**src/rtl/adc_sample_averager_pkg.sv**
```systemverilog
// -----------------------------------------------------------------------------
// sunflower_pkg
// Shared definitions for the sunflower light-sensing path: ADC word width,
// default sampling/averaging parameters and the averager state encoding.
// -----------------------------------------------------------------------------
package sunflower_pkg;

    localparam int ADC_WIDTH      = 12;
    localparam int DEF_SAMPLE_DIV = 50000;  // 1 ms at 50 MHz
    localparam int DEF_AVG_LOG2   = 4;      // 16 samples per window

    typedef enum logic [1:0] {
        IDLE = 2'b00,
        WAIT = 2'b01,
        DONE = 2'b10
    } state_e;

endpackage : sunflower_pkg

```
**src/rtl/adc_sample_averager_if.sv**
```systemverilog
// -----------------------------------------------------------------------------
// adc_sample_averager_if
// Control, ADC data and result signals of the sample averager.
//   master : drives enable, peak_clr, adc_data; observes the results
//   slave  : the averager itself
//   enable     run/stop level
//   peak_clr   single-cycle clear of the peak register
//   adc_data   raw ADC bus, asynchronous to clk
//   avg_value  most recent window average
//   avg_valid  one-cycle pulse when avg_value updates
//   peak_value largest average since reset or last peak_clr
//   busy       high while a window is in progress
// -----------------------------------------------------------------------------
interface adc_sample_averager_if #(
    parameter int WIDTH = sunflower_pkg::ADC_WIDTH
);
    logic             enable;
    logic             peak_clr;
    logic [WIDTH-1:0] adc_data;
    logic [WIDTH-1:0] avg_value;
    logic             avg_valid;
    logic [WIDTH-1:0] peak_value;
    logic             busy;

    modport master (
        output enable, peak_clr, adc_data,
        input  avg_value, avg_valid, peak_value, busy
    );

    modport slave (
        input  enable, peak_clr, adc_data,
        output avg_value, avg_valid, peak_value, busy
    );
endinterface : adc_sample_averager_if

```
**src/rtl/adc_sample_averager_adc_sync.sv**
```systemverilog
// -----------------------------------------------------------------------------
// adc_sync
// Two-flop synchroniser bringing the asynchronous ADC word into clk.
//   clk  system clock
//   d_i  asynchronous input word
//   q_o  synchronised word, two cycles after d_i
// -----------------------------------------------------------------------------
module adc_sync #(
    parameter int WIDTH = sunflower_pkg::ADC_WIDTH
) (
    input  logic             clk,
    input  logic [WIDTH-1:0] d_i,
    output logic [WIDTH-1:0] q_o
);
    logic [WIDTH-1:0] meta_q;
    logic [WIDTH-1:0] sync_q;

    // NOTE: pure data flops carry no reset; their contents are flushed by the
    // live input within two cycles, and omitting reset keeps them simple flops.
    always_ff @(posedge clk) begin
        meta_q <= d_i;
        sync_q <= meta_q;
    end

    assign q_o = sync_q;
endmodule : adc_sync

```
**src/rtl/adc_sample_averager.sv**
```systemverilog
// -----------------------------------------------------------------------------
// adc_sample_averager
// Samples the synchronised ADC word every SAMPLE_DIV cycles, averages each
// window of 2^AVG_LOG2 samples and tracks the peak average.
//   clk      system clock
//   reset_n  synchronous active-low reset
//   bus      slave side of adc_sample_averager_if (enable, peak_clr,
//            adc_data in; avg_value, avg_valid, peak_value, busy out)
// -----------------------------------------------------------------------------
module adc_sample_averager
    import sunflower_pkg::*;
#(
    parameter int WIDTH      = ADC_WIDTH,
    parameter int SAMPLE_DIV = DEF_SAMPLE_DIV,
    parameter int AVG_LOG2   = DEF_AVG_LOG2
) (
    input logic                  clk,
    input logic                  reset_n,
    adc_sample_averager_if.slave bus
);
    localparam int ACC_W  = WIDTH + AVG_LOG2;
    localparam int CNT_W  = (AVG_LOG2 > 0) ? AVG_LOG2 : 1;
    localparam int TICK_W = $clog2(SAMPLE_DIV);

    localparam logic [TICK_W-1:0] TICK_LAST   = TICK_W'(SAMPLE_DIV - 1);
    localparam logic [CNT_W-1:0]  SAMPLE_LAST = CNT_W'((1 << AVG_LOG2) - 1);

    logic [WIDTH-1:0]  sync_data;
    state_e            state_q;
    logic [TICK_W-1:0] tick_cnt_q;
    logic [CNT_W-1:0]  sample_cnt_q;
    logic [ACC_W-1:0]  acc_q;
    logic [WIDTH-1:0]  avg_value_q;
    logic              avg_valid_q;
    logic [WIDTH-1:0]  peak_value_q;

    logic [ACC_W-1:0]  acc_d;
    logic [WIDTH-1:0]  avg_d;
    logic              tick_hit;

    adc_sync #(.WIDTH(WIDTH)) u_adc_sync (
        .clk (clk),
        .d_i (bus.adc_data),
        .q_o (sync_data)
    );

    // NOTE: every signal is assigned on every pass, so no latch is inferred.
    always_comb begin
        acc_d    = acc_q + ACC_W'(sync_data);
        avg_d    = WIDTH'(acc_d >> AVG_LOG2);
        tick_hit = (tick_cnt_q == TICK_LAST);
    end

    // NOTE: sequential state uses non-blocking assignments so every register
    // samples the pre-edge values; later assignments in the block take priority.
    always_ff @(posedge clk) begin
        if (!reset_n) begin
            state_q      <= IDLE;
            tick_cnt_q   <= '0;
            sample_cnt_q <= '0;
            acc_q        <= '0;
            avg_value_q  <= '0;
            avg_valid_q  <= 1'b0;
            peak_value_q <= '0;
        end else begin
            avg_valid_q <= 1'b0;

            // A clear while the DONE pulse is showing lands on the fresh
            // average, so clear and update combine without losing a window.
            if (bus.peak_clr) begin
                peak_value_q <= (state_q == DONE) ? avg_value_q : '0;
            end

            case (state_q)
                IDLE: begin
                    tick_cnt_q   <= '0;
                    sample_cnt_q <= '0;
                    acc_q        <= '0;
                    if (bus.enable) state_q <= WAIT;
                end

                WAIT: begin
                    if (!bus.enable) begin
                        // Abort: drop the partial window, keep the outputs.
                        state_q      <= IDLE;
                        tick_cnt_q   <= '0;
                        sample_cnt_q <= '0;
                        acc_q        <= '0;
                    end else if (tick_hit) begin
                        tick_cnt_q   <= '0;
                        acc_q        <= acc_d;
                        sample_cnt_q <= sample_cnt_q + CNT_W'(1);
                        if (sample_cnt_q == SAMPLE_LAST) begin
                            // Results are registered on the edge into DONE so
                            // avg_valid is high during the DONE cycle itself.
                            state_q     <= DONE;
                            avg_value_q <= avg_d;
                            avg_valid_q <= 1'b1;
                            if (bus.peak_clr || (avg_d > peak_value_q)) begin
                                peak_value_q <= avg_d;
                            end
                        end
                    end else begin
                        tick_cnt_q <= tick_cnt_q + TICK_W'(1);
                    end
                end

                DONE: begin
                    tick_cnt_q   <= '0;
                    sample_cnt_q <= '0;
                    acc_q        <= '0;
                    state_q      <= bus.enable ? WAIT : IDLE;
                end

                default: begin
                    state_q      <= IDLE;
                    tick_cnt_q   <= '0;
                    sample_cnt_q <= '0;
                    acc_q        <= '0;
                end
            endcase
        end
    end

    assign bus.avg_value  = avg_value_q;
    assign bus.avg_valid  = avg_valid_q;
    assign bus.peak_value = peak_value_q;
    assign bus.busy       = (state_q == WAIT);
endmodule : adc_sample_averager

```
**src/flat_wrapper.sv**
```systemverilog
// flat-port wrapper written by rule: the top's interface ports become plain ports
module adc_sample_averager_flat import sunflower_pkg::*;
#(
    parameter int WIDTH      = ADC_WIDTH,
    parameter int SAMPLE_DIV = DEF_SAMPLE_DIV,
    parameter int AVG_LOG2   = DEF_AVG_LOG2
)
  (clk, reset_n, bus_enable, bus_peak_clr, bus_adc_data, bus_avg_value, bus_avg_valid, bus_peak_value, bus_busy);
  adc_sample_averager_if #(.WIDTH(WIDTH)) bus_i ();
  input logic clk;
  input logic reset_n;
  input wire logic [$bits(bus_i.enable)-1:0] bus_enable;
  input wire logic [$bits(bus_i.peak_clr)-1:0] bus_peak_clr;
  input wire logic [$bits(bus_i.adc_data)-1:0] bus_adc_data;
  output wire logic [$bits(bus_i.avg_value)-1:0] bus_avg_value;
  output wire logic [$bits(bus_i.avg_valid)-1:0] bus_avg_valid;
  output wire logic [$bits(bus_i.peak_value)-1:0] bus_peak_value;
  output wire logic [$bits(bus_i.busy)-1:0] bus_busy;
  assign bus_i.enable = bus_enable;
  assign bus_i.peak_clr = bus_peak_clr;
  assign bus_i.adc_data = bus_adc_data;
  assign bus_avg_value = bus_i.avg_value;
  assign bus_avg_valid = bus_i.avg_valid;
  assign bus_peak_value = bus_i.peak_value;
  assign bus_busy = bus_i.busy;
  adc_sample_averager #(.WIDTH(WIDTH), .SAMPLE_DIV(SAMPLE_DIV), .AVG_LOG2(AVG_LOG2)) u_core (.clk(clk), .reset_n(reset_n), .bus(bus_i));
endmodule
```
**config.mk**
```make
export PLATFORM = sky130hd
export DESIGN_NAME = adc_sample_averager_flat
export DESIGN_NICKNAME = d
export VERILOG_FILES = /design/src/rtl/adc_sample_averager_pkg.sv /design/src/rtl/adc_sample_averager_if.sv /design/src/rtl/adc_sample_averager_adc_sync.sv /design/src/rtl/adc_sample_averager.sv /design/src/flat_wrapper.sv
export SDC_FILE = /design/constraint.sdc
export NUM_CORES = 1
export LEC_CHECK = 0
export BUFFER_PORTS_ARGS = -buffer_cell sky130_fd_sc_hd__clkbuf_2
export CAP_MARGIN = 10
export CORE_MARGIN = 2
export CORE_UTILIZATION = 52
export DETAILED_ROUTE_END_ITERATION = 8
export PLACE_DENSITY = 0.78
export REMOVE_ABC_BUFFERS = 1
export SLEW_MARGIN = 20
export SYNTH_ARGS = -nofsm -noshare
export SYNTH_HDL_FRONTEND = slang
export SYNTH_SLANG_ARGS = --single-unit
```
**constraint.sdc**
```tcl
create_clock -name clk -period 3.7 [get_ports clk]
set_input_delay 0.74 -clock clk [delete_from_list [all_inputs] [get_ports clk]]
set_output_delay 0.74 -clock clk [all_outputs]
set_load 0.02 [all_outputs]
```
; ---- Word level (Yosys, flattened, before mapping)
; Cells that the tools add are included.
[op_classes]
addsub = 3
mul = 0
muxes = 14
div_mod_pow = 0
magnitude_cmp = 1
reduce_logical = 7
bitwise = 3
shifts = 0
n_eq_ne = 7
[op_table]
columns = op, count
row1 = 12-bit 2-to-1 mux, 7
row2 = "16-bit by 1-bit adder with 16-bit output, second input constant", 1
row3 = 16-bit by 12-bit adder with 16-bit output, 1
row4 = "16-bit equality test, second input constant", 1
row5 = 12-bit > comparator, 1
row6 = 2-bit 2-to-1 mux, 4
row7 = 4-bit AND reduction, 2
row8 = "3-bit by 2-bit inequality test with 1-bit output, second input constant", 2
row9 = 2-bit one-hot mux with 3 select lines, 1
row10 = 3-bit AND reduction, 2
row11 = "4-bit by 1-bit adder with 4-bit output, second input constant", 1
row12 = "4-bit equality test, second input constant", 1
row13 = 4-bit OR reduction, 1
row14 = 1-bit inverter, 3
row15 = "2-bit by 1-bit equality test with 1-bit output, second input constant", 1
row16 = "2-bit equality test, second input constant", 1
row17 = 2-bit zero test, 1
row18 = 1-bit 2-to-1 mux, 2
row19 = "2-bit inequality test, second input constant", 1
row20 = 1-bit logical OR, 1
[word_totals]
ram_bits = 0
reg_bits = 87
rom_bits = 0
latchBits = 0
word_cells = 44
memories = 0

; ---- Depth between registers and ports, before layout
; Gate-level depths: netlist of run 1.
[logic_depth]
word_depth = 8
mapped_depth = 17
ltp_nobuf = 15

; ---- By module
; A second synthesis of run 1 with hierarchy kept.
[unflattened]
hier_cells = 456
hier_area_um2 = 4012.6
[modules_own_cells]
columns = module, instances, cells_each, area_each_um2
row1 = adc_sample_averager, 1, 432, 3532.1
row2 = adc_sync, 1, 24, 480.5

; ---- Worst setup path after synthesis of run 1
; Ideal clock, no wire load.
[synth_path]
path_type = reg-to-reg
from = register u_core.acc_q[0]
to = register u_core.peak_value_q[7] (netlist: u_core.bus.peak_value[7])
path_stages_with_launch = 17
path_buffers = 2
setup_time_ns = 0.115
required_ns = 3.585
setup_slack_ns = 0.031
arrival_ns = 3.554
path_cell_list = dfxtp_1 -> ha_1 -> fa_1 -> a21o_1 -> a221oi_2 -> a2bb2oi_2 -> nor2_1 -> xnor2_1 -> inv_1 -> ha_1 -> and4_1 -> or4_1 -> o2111ai_2 -> buf_6 -> buf_6 -> a21oi_2 -> o21a_1
[synth_via]
elab_chain_len = 8
[synth_lines]
columns = element, line
row1 = start: declaration, adc_sample_averager.sv:32  ; logic [ACC_W-1:0] acc_q;
row2 = start signal: assignment, adc_sample_averager.sv:61  ; acc_q <= '0;
row3 = start signal: assignment, adc_sample_averager.sv:78  ; acc_q <= '0;
row4 = start signal: assignment, adc_sample_averager.sv:88  ; acc_q <= '0;
row5 = 16-bit by 12-bit adder with 16-bit output, adc_sample_averager.sv:49  ; acc_d = acc_q + ACC_W'(sync_data);
row6 = net u_core.acc_d[14], adc_sample_averager.sv:37  ; logic [ACC_W-1:0] acc_d;
row7 = 12-bit > comparator, adc_sample_averager.sv:99  ; if (bus.peak_clr || (avg_d > peak_value_q)) begin
row8 = 1-bit logical OR, adc_sample_averager.sv:99
row9 = 12-bit 2-to-1 mux, adc_sample_averager.sv:99
row10 = 12-bit 2-to-1 mux, adc_sample_averager.sv:93  ; if (sample_cnt_q == SAMPLE_LAST) begin
row11 = 12-bit 2-to-1 mux, adc_sample_averager.sv:89  ; end else if (tick_hit) begin
row12 = 12-bit 2-to-1 mux, adc_sample_averager.sv:83  ; if (!bus.enable) begin
row13 = 12-bit 2-to-1 mux, adc_sample_averager.sv:74  ; case (state_q)
row14 = end signal: assignment, adc_sample_averager.sv:71  ; peak_value_q <= (state_q == DONE) ? avg_value_q : '0;
row15 = end signal: assignment, adc_sample_averager.sv:100  ; peak_value_q <= avg_d;
row16 = end: declaration, adc_sample_averager.sv:35  ; logic [WIDTH-1:0] peak_value_q;
; The timed path passes the listed nets, and every way through them passes these cells.
; A chain may end at the register's enable or synchronous reset.

; ---- Final worst setup path of run 1
[layout_path]
from = register u_core.acc_q[4]
to = register u_core.peak_value_q[1] (netlist: u_core.bus.peak_value[1])
; Same word-level chain as after synthesis.

==> flow_summary.toml, run 1 <==
[critical_path]
cp-end-kind = "flop"
r2r_slack_ns = 0.05
crit_path_start_kind = "flop"
worst-setup-path-type = "reg -> reg"
cp-endpoint = "u_core.bus.peak_value[1]$_SDFF_PN0_"
reg2reg_from = "u_core.acc_q[4]$_SDFFE_PN0N_"
cp_num_buf_inv = 2
r2r_cells = 15
required_ns = 3.91
r2r_end = "u_core.bus.peak_value[1]$_SDFF_PN0_"
path_delay_family = "compound AO/OA/AOI/OAI gates"
arrival_ns = 3.87
cp_slowest_cell = "or3_4"
setup.worst_path.start = "u_core.acc_q[4]$_SDFFE_PN0N_"
slowest_delay_ns = 0.39
crit_chain = "ha_1, a21o_1, a31o_4, or2_4, o21a_1, o31ai_4, inv_2, ha_4, a211oi_2, nor2_1, or3_4, o2111ai_4, buf_12, mux2i_1, nor2_1"
path_max_fanout = 5
critical_path_depth = 15
crit_top_cell = "nor2_1"

[sta]
fmax_mhz = 273.6
min_period_ns = 3.655
fin_setup_tns_ns = 0
hold_violations = 0
rsz0062_at_grt = "true"
setup-violations-final = 0
slew_violations = 0
timing.final.crit_share_pct = 98.78
worst_slew_pin_slew_ns = 0.9332
slew-limit-headroom_pct = 37.56
worst_clock_skew_ns = 0.009762

[synth]
synthCells = 445
ys_ff_latch = 87
seq_area_frac_synth_pct = 42.86
avgSynthCellArea_um2 = 9.132
async_flop_share_pct = 0
yosys_most_used_dff = "dfxtp_1"
synth_edf_count = 0
yosysWarningCount = 0
ys_types = 54
syn_area_um2 = 4064

[global_routing]
grt_max_degree = 23
overflow = 0
top_usage_layer = "met2"
grt_pass1_wl_mm = 13.90
grt.met2_usage_pct = 32.06
grt_usage_pct = 20.12
antenna_found_initial = 0
met1_usage_pct = 26.52
first_global_vias = 3092
grt_util_met3_pct = 3.336

[hold_path]
hp-start = "u_core.u_adc_sync.meta_q[5]$_DFF_P_"
hold_class = "reg -> reg"

[cts]
cts.sinks = 87
clk_pin_slew_ns = 0.08
cts_made_buffers = 9
root_buffer = "clkbuf_8"
cts_tree = "built"
cts_buffer_depth = 2
cts.htree.levels = 3
ctsHoldBuffers = 0
clock_latency_ns = 0.35

[floorplan]
die_w_um = 92.41
initial_core_util_pct = 53.14
row_count = 32
dieArea_um2 = 8539
num_io_pins = 42
core_um2 = 7647
die_y_um = 92.41

[pwr]
power_density_nw_per_um2 = 345.5
vdd_drop_max_mv = 0.1871
p_leak_nw = 1.979
finalPower_mw = 1.682

[place]
hpwl_mm = 5.943
place_area_um2 = 4418
gp_congestion = 0.8831
io_buffers = 41
dp.cells = 583

[route]
detail-route-antenna-nets = 0
drc = 0
first_iter_violations = 176
drtPass1Iterations = 4
dr_total_vias = 3364
wire_per_inst_um = 14.26
viasPerCell = 5.542
wl_mm = 8.655

[layout]
layout_commonest_cell = "dfxtp_1"
stdcell_count = 607
n_antenna_cell = 0
nFillCells = 665
drive_gt1_share_pct = 23.76
nNetsFinal = 543
final_cell_area_um2 = 4868
syn_to_final_growth_pct = 19.80
layout_common_cells = "dfxtp_1 (85), nand2_1 (54), nor2_1 (46)"

[outcome]
status = "completed"

[job]
drv_cap = 0
-- synthesized netlist by cell type (6+ instances only) --
cell / n / area (um^2)
dfxtp_1: 87 / 1742
nand3_1: 12 / 60.06
ha_1: 26 / 325.3
inv_1: 17 / 63.81
nor2_1: 46 / 172.7
a2bb2oi_1: 6 / 52.55
xnor2_1: 14 / 122.6
o21ai_0: 13 / 65.06
nand4_1: 7 / 43.79
xor2_1: 15 / 131.4
o21a_1: 6 / 45.04
and3_1: 14 / 87.58
clkbuf_1: 11 / 41.29
a21oi_1: 32 / 160.2
a21o_1: 6 / 45.04
a211oi_1: 7 / 52.55
nand2_1: 54 / 202.7
-- through the flow --
stage                     hold slack [ns]  setup WS [ns]  utilization (%)
final                              0.3222        0.04502            63.66
after global routing               0.3300        -0.1087            63.66
after CTS                          0.3271        0.01589            60.75
after detailed placement           0.3121       -0.09731            57.77
after global placement             0.3118        0.01939            57.77
after floorplan                    0.3096        -0.2668                -
-- routing by layer --
metal  share of wire [%]  vias up
li1                    -     1672
met4                 2.3        0
met5                   0        -
met3                 4.0       17
met2                  48       84
met1                  46     1591
-- how the worst min path moves through the flow --
stage | end | cells past startpoint
floorplan | u_core.u_adc_sync.q_o[0]$_DFF_P_ | 0
global placement | u_core.u_adc_sync.q_o[1]$_DFF_P_ | 0
detailed placement | u_core.u_adc_sync.q_o[2]$_DFF_P_ | 0
CTS | u_core.u_adc_sync.q_o[5]$_DFF_P_ | 0
global route | u_core.u_adc_sync.q_o[5]$_DFF_P_ | 0
finish | u_core.u_adc_sync.q_o[5]$_DFF_P_ | 0
-- registers in the layout, indices dropped and copies added, names as in the netlist --
register and count:
u_core.acc_q 16, u_core.u_adc_sync.meta_q 12, u_core.tick_cnt_q 16, u_core.state_q 2, u_core.u_adc_sync.q_o 12, u_core.bus.peak_value 12
u_core.sample_cnt_q 4, u_core.bus.avg_valid 1, u_core.bus.avg_value 12
-- kinds of logic (layout without fill, tap and decap cells) --
kind of cell | Yosys count | after routing | share of synthesized area (%)
mux | 5 | 5 | 1.232
buf+inv | 36 | 96 | 3.848
fa+ha+maj | 27 | 27 | 8.498
compound gates | 98 | 98 | 17.49
flops | 87 | 87 | 42.86
simple gates | 163 | 163 | 19.83
xor+xnor | 29 | 29 | 6.250
-- where the power goes --
group	switching (mW)	internal (mW)
Combinational	0.0483	0.0341
Sequential	0.00464	0.950
Clock	0.314	0.331
Total	0.367	1.31
-- repair_timing --
action	CTS	global route
buffers inserted	1	5
gates cloned	0	2
gates resized for setup	4	27
pin swaps	0	18
setup endpoints to repair	12	12
-- layout make-up --
cell class | instances | area (um^2) | area share (%)
timing repair buffer | 62 | 410.4 | 8.430
clock inverter | 3 | 42.54 | 0.8738
inverter | 18 | 67.56 | 1.388
clock buffer | 13 | 148.9 | 3.058
sequential | 87 | 1744 | 35.83
multi-input combinational | 322 | 2327 | 47.80
tap | 102 | 127.6 | 2.621
(Power assumes the default switching activity.)
==> inputs of run 2 (changes only) <==
Settings changed: CORE_ASPECT_RATIO set to 1.4.
==> run 2 against run 1 <==
Compared with the run above: final area up 0.46%; critical path depth unchanged; sequential cell count unchanged; critical endpoint is now u_core.bus.peak_value[7]$_SDFF_PN0_.
==> flow_summary.toml, run 2 (synthesized netlist as in run 1, its figures left out) <==
[critical_path]
r2r_cells = 15
cp-end-kind = "flop"
arrival_ns = 3.95
r2r_slack_ns = 0.009
worst-setup-path-type = "reg -> reg"
path_max_fanout = 10
crit_path_start_kind = "flop"
required_ns = 3.96
r2r_end = "u_core.bus.peak_value[7]$_SDFF_PN0_"
reg2reg_from = "u_core.acc_q[4]$_SDFFE_PN0N_"

[sta]
timing.final.crit_share_pct = 99.77
slew-limit-headroom_pct = 36.86
setup-violations-final = 0
slew_violations = 0
worst_slew_pin_slew_ns = 0.9436
fmax_mhz = 270.9
fin_setup_tns_ns = 0
worst_clock_skew_ns = 0.009833
min_period_ns = 3.691
hold_violations = 0
rsz0062_at_grt = "true"

[route]
viasPerCell = 5.485
first_iter_violations = 106
drtPass1Iterations = 5
dr_total_vias = 3291
wire_per_inst_um = 14.69
detail-route-antenna-nets = 0
wl_mm = 8.814
drc = 0

[floorplan]
die_y_um = 108.6
initial_core_util_pct = 53.09
row_count = 38
num_io_pins = 42
dieArea_um2 = 8548
die_w_um = 78.72
core_um2 = 7655

[global_routing]
grt_max_degree = 23
antenna_found_initial = 0
first_global_vias = 3112
grt_usage_pct = 20.47
overflow = 0
grt_pass1_wl_mm = 13.85

[layout]
syn_to_final_growth_pct = 20.35
largestRegisters = "u_core.acc_q: 16 flops, u_core.tick_cnt_q: 16 flops"
nNetsFinal = 539
n_antenna_cell = 0
layout_common_cells = "dfxtp_1 (84), nand2_1 (54), nor2_1 (43)"
final_core_util_pct = 63.89
drive_gt1_share_pct = 24.20
stdcell_count = 600
final_cell_area_um2 = 4891
layout_commonest_cell = "dfxtp_1"

[pwr]
p_leak_nw = 1.999
finalPower_mw = 1.837
vdd_drop_max_mv = 0.2504
power_density_nw_per_um2 = 375.6

[cts]
cts.sinks = 87
clock_latency_ns = 0.36
cts.htree.levels = 3
ctsHoldBuffers = 0
clk_pin_slew_ns = 0.08
cts_tree = "built"
cts_made_buffers = 9
root_buffer = "clkbuf_8"
cts_buffer_depth = 2

[place]
place_area_um2 = 4400
hpwl_mm = 5.886
io_buffers = 41
dp.cells = 579
gp_congestion = 0.8548

[hold_path]
hold_end = "u_core.u_adc_sync.q_o[7]$_DFF_P_"
hold_class = "reg -> reg"
whs_path_depth = 0
hp-start = "u_core.u_adc_sync.meta_q[7]$_DFF_P_"

[job]
drv_cap = 0

[outcome]
status = "completed"
-- run 2: metrics by stage --
step	hold slack, ns	setup WS [ns]
2_1_floorplan	0.3096	-0.2668
3_3_place_gp	0.3102	0.1083
3_5_place_dp	0.3121	0.007424
4_1_cts	0.3300	0.01011
5_1_grt	0.3349	-0.1782
6_report	0.3241	0.008549
-- run 2: how the worst max path moves through the flow --
stage	start	endpoint	depth (start not counted)
6_report	u_core.acc_q[4]$_SDFFE_PN0N_	u_core.bus.peak_value[7]$_SDFF_PN0_	15
5_1_grt	u_core.acc_q[0]$_SDFFE_PN0N_	u_core.bus.peak_value[4]$_SDFF_PN0_	15
4_1_cts	u_core.acc_q[0]$_SDFFE_PN0N_	u_core.bus.peak_value[1]$_SDFF_PN0_	15
3_3_place_gp	u_core.acc_q[0]$_SDFFE_PN0N_	u_core.bus.peak_value[1]$_SDFF_PN0_	15
2_1_floorplan	u_core.acc_q[0]$_SDFFE_PN0N_	u_core.bus.peak_value[10]$_SDFF_PN0_	15
3_5_place_dp	u_core.acc_q[0]$_SDFFE_PN0N_	u_core.bus.peak_value[2]$_SDFF_PN0_	15
-- run 2: area by class of cell --
class,instances,area (um^2)
Clock buffer,12,155.1
Multi-Input combinational cell,322,2323
Fill cell,617,2764
Clock inverter,3,90.09
Sequential cell,87,1745
Tap cell,100,125.1
Timing Repair Buffer,58,384.1
Inverter,18,67.56
-- run 2: per-layer routing --
layer | GRT usage, % | up-vias | part of all wire [%]
met3 | 4.090 | 22 | 4.1
met5 | 0 | - | 0
met2 | 35.41 | 78 | 51
met1 | 24.40 | 1539 | 42
li1 | - | 1652 | -
met4 | 9.148 | 0 | 3.1
-- run 2: power by group --
part	internal, mW	switching, mW	total (mW)	leakage, nW
sequential	0.950	0.00473	0.955	0.711
clock	0.482	0.318	0.800	0.123
combinational	0.0330	0.0493	0.0823	1.17
-- run 2: critical path: stages (launching register included) --
cell and delay (ns):
dfxtp_1 0.32, ha_1 0.31, a21o_1 0.20, a31o_2 0.25
or2_4 0.28, o21a_1 0.20, o31ai_4 0.26, inv_2 0.08
ha_4 0.22, a211oi_2 0.21, nor2_1 0.07, or3_4 0.40
o2111ai_4 0.33, clkbuf_16 0.24, a21oi_2 0.06, o21a_1 0.16
-- run 2: what timing repair did --
action / CTS / global route
cloned: 0 / 2
setup buffers: 0 / 4
setup endpoints to repair: 2 / 12
pin swaps: 0 / 18
gates resized for setup: 1 / 34
==> inputs of run 3 (changes only) <==
Settings changed: ABC_AREA set to 1, PLACE_DENSITY 0.78 to 0.77, TNS_END_PERCENT set to 20.
==> run 3 against run 2 <==
Compared with the run above: highest routed layer unchanged; wire length rose by 7.7%; worst hold slack got worse by 0.0021 ns; final cell count rose by 21%; die area rose by 5.2%.
==> flow_summary.toml, run 3 <==
[critical_path]
cp-end-kind = "flop"
slowest_delay_ns = 0.44
crit_path_start_kind = "flop"
crit_chain = "ha_1, fa_1, nand3_1, nand3_1, nand2_1, nand2_1, nand2_1, nand2_1, nand3b_1, nand2_1, ha_1, nand2_1, inv_1, nand2_1, nor2_1, nand2_1, nand3_1, nand2_1, nand2_1, nand3_4, nand2_1, a21oi_1"
cp_slowest_cell = "fa_1"
worst-setup-path-type = "reg -> reg"
cp_num_buf_inv = 1
required_ns = 3.89
path_max_fanout = 13
path_delay_family = "simple AND/OR/NAND/NOR gates"
crit_top_cell = "nand2_1"
arrival_ns = 3.48

[floorplan]
dieArea_um2 = 8991
row_count = 39
core_um2 = 8100
die_y_um = 111.4
num_io_pins = 42
die_w_um = 80.71
initial_core_util_pct = 52.89

[sta]
timing.final.crit_share_pct = 88.73
min_period_ns = 3.283
worst_clock_skew_ns = 0.009663
worst_slew_pin_slew_ns = 0.5969
fmax_mhz = 304.6
slew_violations = 0
rsz0062_at_grt = "false"
fin_setup_tns_ns = 0
setup-violations-final = 0
hold_violations = 0
slew-limit-headroom_pct = 60.16

[route]
wire_per_inst_um = 13.11
dr_total_vias = 3751
drc = 0
viasPerCell = 5.181
first_iter_violations = 151
detail-route-antenna-nets = 0
wl_mm = 9.493
drtPass1Iterations = 4

[synth]
synth_common_cells = "nand2_1 (140), dfxtp_1 (87), inv_1 (78)"
yosys_most_used_dff = "dfxtp_1"
syn_area_um2 = 4284
seq_area_frac_synth_pct = 40.65
yosysWarningCount = 0
ys_types = 37
async_flop_share_pct = 0
yosysMostFrequentCell = "nand2_1"
yosysTopAreaCell = "dfxtp_1"
synth_edf_count = 0
yosys-top-cells-area = "dfxtp_1 (41%), nand2_1 (12%), ha_1 (7.6%), inv_1 (6.8%), nor2_1 (4.8%)"
ys_ff_latch = 87
avgSynthCellArea_um2 = 7.464
synthCells = 574
yosys.area.top_type_share_pct = 40.65

[place]
io_buffers = 41
gp_congestion = 0.9922
place_area_um2 = 4557
hpwl_mm = 6.949

[cts]
cts.sinks = 87
postCtsSetupBuffers = 0
clk_pin_slew_ns = 0.06
ctsHoldBuffers = 0
cts_tree = "built"
clock_latency_ns = 0.34
cts_made_buffers = 9
cts_buffer_depth = 2
cts.htree.levels = 3
root_buffer = "clkbuf_16"
cts.repair.resized = 0

[layout]
largestRegisters = "u_core.acc_q: 16 flops, u_core.tick_cnt_q: 16 flops"
nNetsFinal = 660
nFillCells = 762
n_antenna_cell = 0
syn_to_final_growth_pct = 13.73
drive_gt1_share_pct = 14.95
layout_commonest_cell = "nand2_1"
final_cell_area_um2 = 4872
layout_common_cells = "nand2_1 (140), dfxtp_1 (87), inv_1 (78)"

[outcome]
status = "completed"

[global_routing]
grt.met2_usage_pct = 39.22
grt_usage_pct = 22.85
grt_util_met3_pct = 5.511
met1_usage_pct = 25.46
first_global_vias = 3585
antenna_found_initial = 0
top_usage_layer = "met2"
grt_pass1_wl_mm = 15.87
overflow = 0
grt_max_degree = 23

[pwr]
p_int_mw = 1.572
vdd_drop_max_mv = 0.2881
p_comb_share_pct = 4.4
p_sw_share_pct = 21.11
clkPwrFrac_pct = 47.6
power_density_nw_per_um2 = 409.0
switchingPower_mw = 0.4206
p_leak_nw = 2.271
sequentialPowerShare_pct = 48.0

[job]
drv_cap = 0

[hold_path]
hold_class = "reg -> reg"
[run 3: changes by cell type in the layout (fill, tap and decap cells not counted), sizes merged, moves of 6 or more]
cell,change
nand2,+96
inv,+65
nand3,+23
o21ai,+20
nor2,+17
and3,-14
buf,-12
xnor2,-12
a211oi,-11
xor2,-8
a2bb2oi,-7
a31oi,+7
a22o,+6
o21a,-6
[run 3: worst reg2reg max path, cell delays in order, from the launching register on]
cell	delay [ns]
dfxtp_1	0.32
ha_1	0.25
fa_1	0.44
nand3_1	0.09
nand3_1	0.13
nand2_1	0.09
nand2_1	0.07
nand2_1	0.08
nand2_1	0.08
nand3b_1	0.09
nand2_1	0.11
ha_1	0.30
nand2_1	0.06
inv_1	0.05
nand2_1	0.05
nor2_1	0.14
nand2_1	0.07
nand3_1	0.06
nand2_1	0.05
nand2_1	0.19
nand3_4	0.21
nand2_1	0.13
a21oi_1	0.08
[run 3: kinds of logic (layout without fill, tap and decap cells)]
family | after synthesis | in the layout | share of synthesized area [%]
AOI/OAI and AO/OA | 82 | 82 | 10.95
xor gates and xnor gates | 9 | 9 | 1.840
adders and majority gates | 27 | 27 | 8.061
buffers and inverters | 96 | 144 | 9.287
DFF | 87 | 87 | 40.65
and+or+nand+nor | 273 | 273 | 29.21
[run 3: worst paths after layout]
kind / from / end / slack [ns] / depth (start not counted)
setup reg to reg: u_core.acc_q[0]$_SDFFE_PN0N_ / u_core.bus.peak_value[2]$_SDFF_PN0_ / 0.42 / 22
hold reg to reg: u_core.u_adc_sync.meta_q[9]$_DFF_P_ / u_core.u_adc_sync.q_o[9]$_DFF_P_ / 0.32 / 0
setup / recovery: u_core.acc_q[0]$_SDFFE_PN0N_ / u_core.bus.peak_value[2]$_SDFF_PN0_ / 0.42 / 22
hold / removal: u_core.u_adc_sync.meta_q[9]$_DFF_P_ / u_core.u_adc_sync.q_o[9]$_DFF_P_ / 0.32 / 0
[run 3: routing by layer]
metal  vias up  routed length [um]
li1       1925                   -
met1      1698                3898
met2        98                4834
met3        30                 427
met4         0                 333
met5         -                   0
[run 3: power groups by stage]
| stage | registers, mW | logic [mW] | clock network, mW |
|---|---|---|---|
| 6_report | 0.957 | 0.0870 | 0.949 |
| 5_1_grt | 0.958 | 0.0974 | 1.01 |
| 4_1_cts | 0.957 | 0.0864 | 0.971 |
| 3_5_place_dp | 0.978 | 0.0853 | 0 |
| 3_3_place_gp | 0.978 | 0.0841 | 0 |
| 2_1_floorplan | 0.977 | 0.0525 | 0 |
[run 3: area by class of cell]
| class | instances | area (um^2) | share of cell area (%) |
|---|---|---|---|
| flip-flops and latches | 87 | 1742 | 35.75 |
| repair buffers | 44 | 227.7 | 4.674 |
| clock inverters | 5 | 82.58 | 1.695 |
| multi-input cells | 391 | 2145 | 44.02 |
| inverters | 84 | 315.3 | 6.471 |
| well taps | 102 | 127.6 | 2.619 |
| clock buffers | 11 | 232.7 | 4.777 |
[run 3: through the flow]
stage / util, % / hold WS (ns) / cells / power, mW / setup WS (ns)
after floorplan: - / 0.3096 / 562 / 1.030 / 0.7219
after global placement: 56.26 / 0.3096 / 708 / 1.062 / 0.5861
after detailed placement: 56.26 / 0.3121 / 708 / 1.063 / 0.4541
after CTS: 60.15 / 0.3257 / 724 / 2.014 / 0.4111
after global routing: 60.15 / 0.3308 / 724 / 2.064 / 0.1399
final: 60.15 / 0.3220 / 724 / 1.993 / 0.4171
